File: config.mk
export PLATFORM = sky130hd
export DESIGN_NAME = hkspi_master
export DESIGN_NICKNAME = d
export VERILOG_FILES = /design/src/rtl/hkspi_master.sv
export SDC_FILE = /design/constraint.sdc
export NUM_CORES = 1
export LEC_CHECK = 0
export CAP_MARGIN = 20
export CORE_MARGIN = 3
export CORE_UTILIZATION = 53
export DETAILED_ROUTE_END_ITERATION = 6
export PLACE_DENSITY = 0.8
export SETUP_SLACK_MARGIN = 0.4
export SYNTH_ARGS = -nofsm -noshare
export SYNTH_HDL_FRONTEND = slang
export SYNTH_SLANG_ARGS = --single-unit
File: constraint.sdc
create_clock -name clock -period 2.4 [get_ports clock]
set_input_delay 0.6 -clock clock [delete_from_list [all_inputs] [get_ports clock]]
set_output_delay 0.6 -clock clock [all_outputs]
set_load 0.02 [all_outputs]
File: src/rtl/hkspi_master.sv
// Housekeeping-SPI master: frames CSB, shifts a command byte, an address byte and
// a stream of data bytes (mode 0, MSB first) between a request/data handshake and the SPI pins.
module hkspi_master #(
  parameter int CLK_DIV = 4,
  parameter int LEN_W   = 5
) (
  input  logic             clock,
  input  logic             reset,
  input  logic             req_valid,
  output logic             req_ready,
  input  logic             req_write,
  input  logic [7:0]       req_addr,
  input  logic [LEN_W-1:0] req_len,
  input  logic [7:0]       wdata,
  input  logic             wdata_valid,
  output logic             wdata_ready,
  output logic [7:0]       rdata,
  output logic             rdata_valid,
  output logic             busy,
  output logic             done,
  output logic             spi_csb,
  output logic             spi_sck,
  output logic             spi_sdi,
  input  logic             spi_sdo
);

  localparam logic [7:0] DIV_LAST  = 8'(CLK_DIV - 1);
  localparam logic [7:0] CMD_WRITE = 8'h80;
  localparam logic [7:0] CMD_READ  = 8'h40;

  typedef enum logic [2:0] {
    S_IDLE, S_SETUP, S_CMD, S_ADDR, S_DATA, S_STALL, S_HOLD, S_GAP
  } state_t;

  state_t           state_q, state_d;
  logic [7:0]       div_q, div_d;
  logic [2:0]       bit_q, bit_d;
  logic [LEN_W-1:0] len_q, len_d;
  logic [7:0]       tx_q, tx_d, rx_q, rx_d, addr_q, addr_d, rdata_d;
  logic             write_q, write_d;
  logic             csb_d, sck_d, sdi_d, rvalid_d, done_d;
  logic             div_last, start_data, take_wdata;

  assign div_last    = (div_q == DIV_LAST);
  assign wdata_ready = take_wdata & ~reset;

  // NOTE: every variable written here gets a default first, so no latch can be inferred.
  always_comb begin
    state_d    = state_q;
    div_d      = div_q + 8'd1;
    bit_d      = bit_q;
    len_d      = len_q;
    tx_d       = tx_q;
    rx_d       = rx_q;
    addr_d     = addr_q;
    write_d    = write_q;
    csb_d      = spi_csb;
    sck_d      = spi_sck;
    sdi_d      = spi_sdi;
    rdata_d    = rdata;
    rvalid_d   = 1'b0;
    done_d     = 1'b0;
    start_data = 1'b0;
    take_wdata = 1'b0;

    unique case (state_q)
      S_IDLE: begin
        div_d = '0;
        if (req_valid && req_ready) begin
          state_d = S_SETUP;
          csb_d   = 1'b0;
          write_d = req_write;
          addr_d  = req_addr;
          len_d   = req_len;
        end
      end
      S_SETUP: begin
        if (div_last) begin
          state_d = S_CMD;
          div_d   = '0;
          bit_d   = '0;
          tx_d    = write_q ? CMD_WRITE : CMD_READ;
          sdi_d   = write_q;
        end
      end
      S_CMD, S_ADDR, S_DATA: begin
        if (div_last) begin
          div_d = '0;
          if (!spi_sck) begin
            // End of low phase: raise SCK and sample SDO on the same edge.
            sck_d = 1'b1;
            rx_d  = {rx_q[6:0], spi_sdo};
            if (state_q == S_DATA && !write_q && bit_q == 3'd7) begin
              rdata_d  = rx_d;
              rvalid_d = 1'b1;
            end
          end else begin
            sck_d = 1'b0;
            if (bit_q != 3'd7) begin
              bit_d = bit_q + 3'd1;
              tx_d  = {tx_q[6:0], 1'b0};
              sdi_d = tx_q[6];
            end else if (state_q == S_CMD) begin
              state_d = S_ADDR;
              bit_d   = '0;
              tx_d    = addr_q;
              sdi_d   = addr_q[7];
            end else if (state_q == S_ADDR || len_q != '0) begin
              start_data = 1'b1;
              if (state_q == S_DATA) len_d = len_q - LEN_W'(1);
            end else begin
              state_d = S_HOLD;
              sdi_d   = 1'b0;
            end
          end
        end
      end
      S_STALL: start_data = 1'b1;
      S_HOLD: begin
        if (div_last) begin
          state_d = S_GAP;
          div_d   = '0;
          csb_d   = 1'b1;
          done_d  = 1'b1;
        end
      end
      S_GAP: begin
        if (div_last) begin
          state_d = S_IDLE;
          div_d   = '0;
        end
      end
      default: state_d = S_IDLE;
    endcase

    // A data byte starts at the boundary of the previous byte, or waits with SCK low.
    if (start_data) begin
      state_d = S_DATA;
      bit_d   = '0;
      div_d   = '0;
      tx_d    = '0;
      sdi_d   = 1'b0;
      if (write_q) begin
        if (wdata_valid) begin
          take_wdata = 1'b1;
          tx_d       = wdata;
          sdi_d      = wdata[7];
        end else begin
          state_d = S_STALL;
        end
      end
    end
  end

  // NOTE: sequential state uses non-blocking assignments only.
  always_ff @(posedge clock) begin
    if (reset) begin
      state_q     <= S_IDLE;
      div_q       <= '0;
      bit_q       <= '0;
      len_q       <= '0;
      tx_q        <= '0;
      rx_q        <= '0;
      addr_q      <= '0;
      write_q     <= 1'b0;
      spi_csb     <= 1'b1;
      spi_sck     <= 1'b0;
      spi_sdi     <= 1'b0;
      rdata       <= '0;
      rdata_valid <= 1'b0;
      done        <= 1'b0;
      busy        <= 1'b0;
      req_ready   <= 1'b0;
    end else begin
      state_q     <= state_d;
      div_q       <= div_d;
      bit_q       <= bit_d;
      len_q       <= len_d;
      tx_q        <= tx_d;
      rx_q        <= rx_d;
      addr_q      <= addr_d;
      write_q     <= write_d;
      spi_csb     <= csb_d;
      spi_sck     <= sck_d;
      spi_sdi     <= sdi_d;
      rdata       <= rdata_d;
      rdata_valid <= rvalid_d;
      done        <= done_d;
      busy        <= (state_d != S_IDLE);
      req_ready   <= (state_d == S_IDLE);
    end
  end

endmodule

### Yosys cells after proc, flatten, opt, wreduce, memory -nomap -nowiden

Cells that the tools add are included.
Widths: inputs -> output; s select.

* register bits after elaboration: 57
* output and inout port bits: 16

* add/sub/neg operators: 3
* equality and inequality tests: 25
* muxes and demuxes: 64
* bitwise gates (word level): 6
* reductions and logical operators: 27

Operators by type and width (count)
* $mux 7: 9
* $mux 3: 15
* $mux 5: 7
* $mux 1: 24
* $ne 2x2->1 const B: 9
* $pmux 8 s2: 1
* $eq 3x3->1 const B: 5
* $ne 3x3->1 const B: 5
* $pmux 3 s5: 1
* $reduce_and 5->1: 3
* $pmux 7 s2: 1
* $pmux 5 s2: 1
* $add 8x1->8 const B: 1
* $eq 8x2->1 const B: 1
* $mux 8: 1
* $reduce_and 8->1: 1
* $eq 3x2->1 const B: 2
* $logic_not 3->1: 2
* $pmux 1 s2: 3
* $pmux 3 s2: 1
* $reduce_and 3->1: 2
* $reduce_bool 2->1: 3
* $reduce_bool 3->1: 2
* $reduce_or 6->1: 1
* other kinds (16): 24

### Depth between registers and ports, before layout

* depth in word-level cells: 10
* gate-level depth with buffers: 8
* gate-level depth less buffers: 7

### Least setup slack after synthesis

OpenSTA, ideal clock, no wires.

* path type: register -> output
* start: register bit_q[0]
* end: output wdata_ready
* data arrival time: 1.807 ns
* data required time: 1.800 ns
* slack: -0.007 ns
* cell stages (with the launch flop): 7
* cells stage by stage: dfxtp_1 ha_1 ha_1 clkbuf_1 and2_1 a31oi_4 nor3_1

* longest elaborated chain between the ends: 7

Ends and longest elaborated chain
* start: declaration: RTL line 37 `logic [2:0] bit_q, bit_d;`
* start signal: assignment: RTL line 177 `bit_q <= bit_d;`
* $ne 3x3->1: RTL line 99 `if (bit_q != 3'd7) begin`
* $mux 1: RTL line 99
* $mux 1: RTL line 89 `if (!spi_sck) begin`
* $mux 1: RTL line 87 `if (div_last) begin`
* $pmux 1 s2: RTL line 66 `unique case (state_q)`
* $mux 1: RTL line 137 `if (start_data) begin`
* $and 1x1->1: RTL line 45 `assign wdata_ready = take_wdata & ~reset;`
* end: declaration: RTL line 16 `output logic wdata_ready,`

Every way passes these cells.

### Worst setup path after layout

* start: register len_q[0]
* end: output wdata_ready

* longest elaborated chain between the ends: 10

Ends and longest elaborated chain
* start: declaration: RTL line 38 `logic [LEN_W-1:0] len_q, len_d;`
* start signal: assignment: RTL line 178 `len_q <= len_d;`
* $reduce_bool 5->1: RTL line 108 `end else if (state_q == S_ADDR || len_q != '0) begin`
* $logic_or 1x1->1: RTL line 108
* $mux 1: RTL line 108
* $mux 1: RTL line 103 `end else if (state_q == S_CMD) begin`
* $mux 1: RTL line 99
* $mux 1: RTL line 89
* $mux 1: RTL line 87
* $pmux 1 s2: RTL line 66
* $mux 1: RTL line 137
* $and 1x1->1: RTL line 45

Every way passes these cells.

==> flow_metrics.tcl <==
set metrics [dict create \
    fillers 294 \
    yosysSeqAreaShare_pct 41.4 \
    grt_usage_pct 26.8 \
    overflow 0 \
    grt_pass1_vias 2709 \
    viasPerCell 6.04 \
    period_minus_slack_ps 2640 \
    syn-num-nets 333 \
    diodes 0 \
    synth-edff-count 0 \
    avgSynthCellArea_um2 9.16 \
    grt_start_max_net_pins 41 \
    drt_wl_total_mm 8.26 \
    antenna_found_initial 0 \
    power.density_nw_per_um2 608 \
    synth_top_area_share_pct 41.4 \
    start_util_pct 56.5 \
    ys_ff_latch 57 \
    synth_area_leader_cell "dfxtp_1" \
    io_buffers 42 \
    hold_viol 0 \
    numCtsBuffers 9 \
    worst_slack_ps -236 \
    drive_above_1_share_pct 28.4 \
    final_nets 419 \
    fin_total_pwr_uw 2440 \
    clk_pin_slew_worst_paths_ps 70 \
    hp-class "flip-flop to flip-flop" \
    end_kind "output port" \
    rows 25 \
    synth_area_um2 2760 \
    violations "design-rule violations, negative setup slack" \
    p_sw_uw 529 \
    path_max_fanout 2 \
    synth_top_family_by_area "compound AO/OA/AOI/OAI gates" \
    slew_headroom_pct 56.5 \
    ant_nets 0 \
    critPathArrivalTime_ps 2040 \
    synthFlopType "dfxtp_1" \
    multi_input_area_um2 1630 \
    tightest_slew_ps 636 \
    drc 1 \
    timing.final.crit_share_pct 110 \
    final_cell_mix "dfxtp_1, buf_4, clkdlybuf4s50_1, nor2_1, nand2_1" \
    worstPathRequired_ps 1800 \
    synthDistinctLibCells 63 \
    clk_path_buf_depth 2 \
    status "finished with violations" \
    cts_root_buf "clkbuf_8" \
    critPathLaunchType "flip-flop" \
    core_um2 4880 \
    h-tree-depth 3 \
    insertion_delay_ps 350 \
    synth-xor-area-share_pct 2.86 \
    postSynthCellCount 301 \
    swShare_pct 21.7 \
    fmax_ghz 0.379 \
    setup_violations 13 \
    cts_tree "done" \
    routed-via-count 2765 \
    p_clk_share_pct 50.3 \
    wl_per_cell_um 18.0 \
    syn_to_final_growth_pct 45.4 \
    synthArstFlopShare_pct 0 \
    peakVddDrop_mv 0.534 \
    p_int_uw 1910 \
    fin_hold_ws_ps 471 \
    mostFrequentLayoutCell "dfxtp_1" \
    seq_power_share_pct 40.2 \
    dieArea_um2 6100 \
    seq_area_um2 1140 \
    cap_viol_max_count 0 \
    yosysWarnings 0 \
    grt_pass1_wl_mm 12.9 \
    die_h_um 78.1 \
    pin_count 43 \
    pre_cts_ws_ps -244 \
    synth_mux_area_share_pct 7.35 \
    hpwlAfterDp_mm 4.77 \
    clock-sinks 57 \
    drv_slew 0 \
    synth_compound_area_share_pct 20.6 \
    fin_worst_skew_ps 5.62 \
    gp_congestion 0.840 \
    yosys.area_share.adder_pct 2.27 \
    rsz0062_at_grt "yes" \
    design_area_um2 4010 \
    path_class "flip-flop to output port" \
    synthSimpleGateAreaFrac_pct 20.1 \
    drtIter0Drc 294 \
    postCtsHoldBufs 0 \
    first_pass_iters 7 \
    p_leak_uw 0.00155 \
    synth.area.top_cells "dfxtp_1, mux2i_1, nor2_1" \
    combPwrFrac_pct 9.5 \
    dieWidth_um 78.1 \
    place_area_um2 3490 \
]
[cells in the mapped netlist, drive strengths merged (6+ instances only)]
cell type and instances:
nor3 6, a22o 8, nand2 19, nand3 6, o21ai 10, dfxtp 57, clkbuf 10, a21oi 10
mux2i 18, inv 13, buf 10, a211oi 12, nor2 39
[path summary, 6_finish.rpt]
path | end | depth (start not counted) | slack [ps] | from
setup / recovery | wdata_ready | 7 | -240 | len_q[0]
hold / removal | tx_q[4] | 2 | 470 | tx_q[4]
setup reg to reg | tx_q[5] | 11 | -170 | len_q[0]
hold reg to reg | tx_q[4] | 2 | 470 | tx_q[4]
[stage by stage]
step                std cells  utilization, %  setup TNS [ps]
CTS                       455            80.5            -626
detailed placement        429            71.4            -244
global placement          429            71.4            -212
global route              458            82.2           -1740
finish                    458            82.2           -1250
floorplan                 301               -               0
[final cells by class]
type                       count  area share, %
timing repair buffer          95           21.0
clock inverter                 5           3.18
inverter                      13           1.22
multi-input combinational    211           40.5
clock buffer                  10           3.43
tap                           67           2.09
sequential                    57           28.5
[worst max-delay path: stages, from the launching register on]
cell and delay [ps]:
dfxtp_2 330, inv_2 80, ha_4 130, or4b_4 480
a22o_4 300, a31oi_4 190, nor3_4 60, buf_6 130
[cell families after synthesis]
logic type / after synthesis
simple gates: 106
buf+inv: 33
xor+xnor: 9
fa+ha+maj: 5
mux: 20
flops: 57
compound gates: 71
[flip-flops by register name (all words and copies together) (netlist names), 3 cells and up]
signal   flops
rx_q         7
rdata        8
addr_q       8
tx_q         7
len_q        5
state_q      3
bit_q        3
div_q        8
[power groups by stage]
stage	Sequential, µW	Combinational [µW]	Clock (µW)
6_report	981	231	1230
5_1_grt	982	250	1250
4_1_cts	980	215	1210
3_5_place_dp	1000	202	0
3_3_place_gp	999	198	0
2_1_floorplan	1000	92.7	0
[repair_timing]
action / 4_1_cts / 5_1_grt
setup buffers: 10 / 3
gates resized for setup: 28 / 13
pin swaps: 14 / 7
cloned: 1 / 0
endpoints found under the setup margin: 20 / 26
[per-layer routing]
metal	GRT usage (%)	share of wire [%]	up-vias
met5	0	0	-
met4	14.9	3.9	0
met3	4.82	6.9	37
met2	44.9	48	161
met1	32.3	41	1301
li1	-	-	1266
Note: power is estimated with default switching activity, not from simulation.
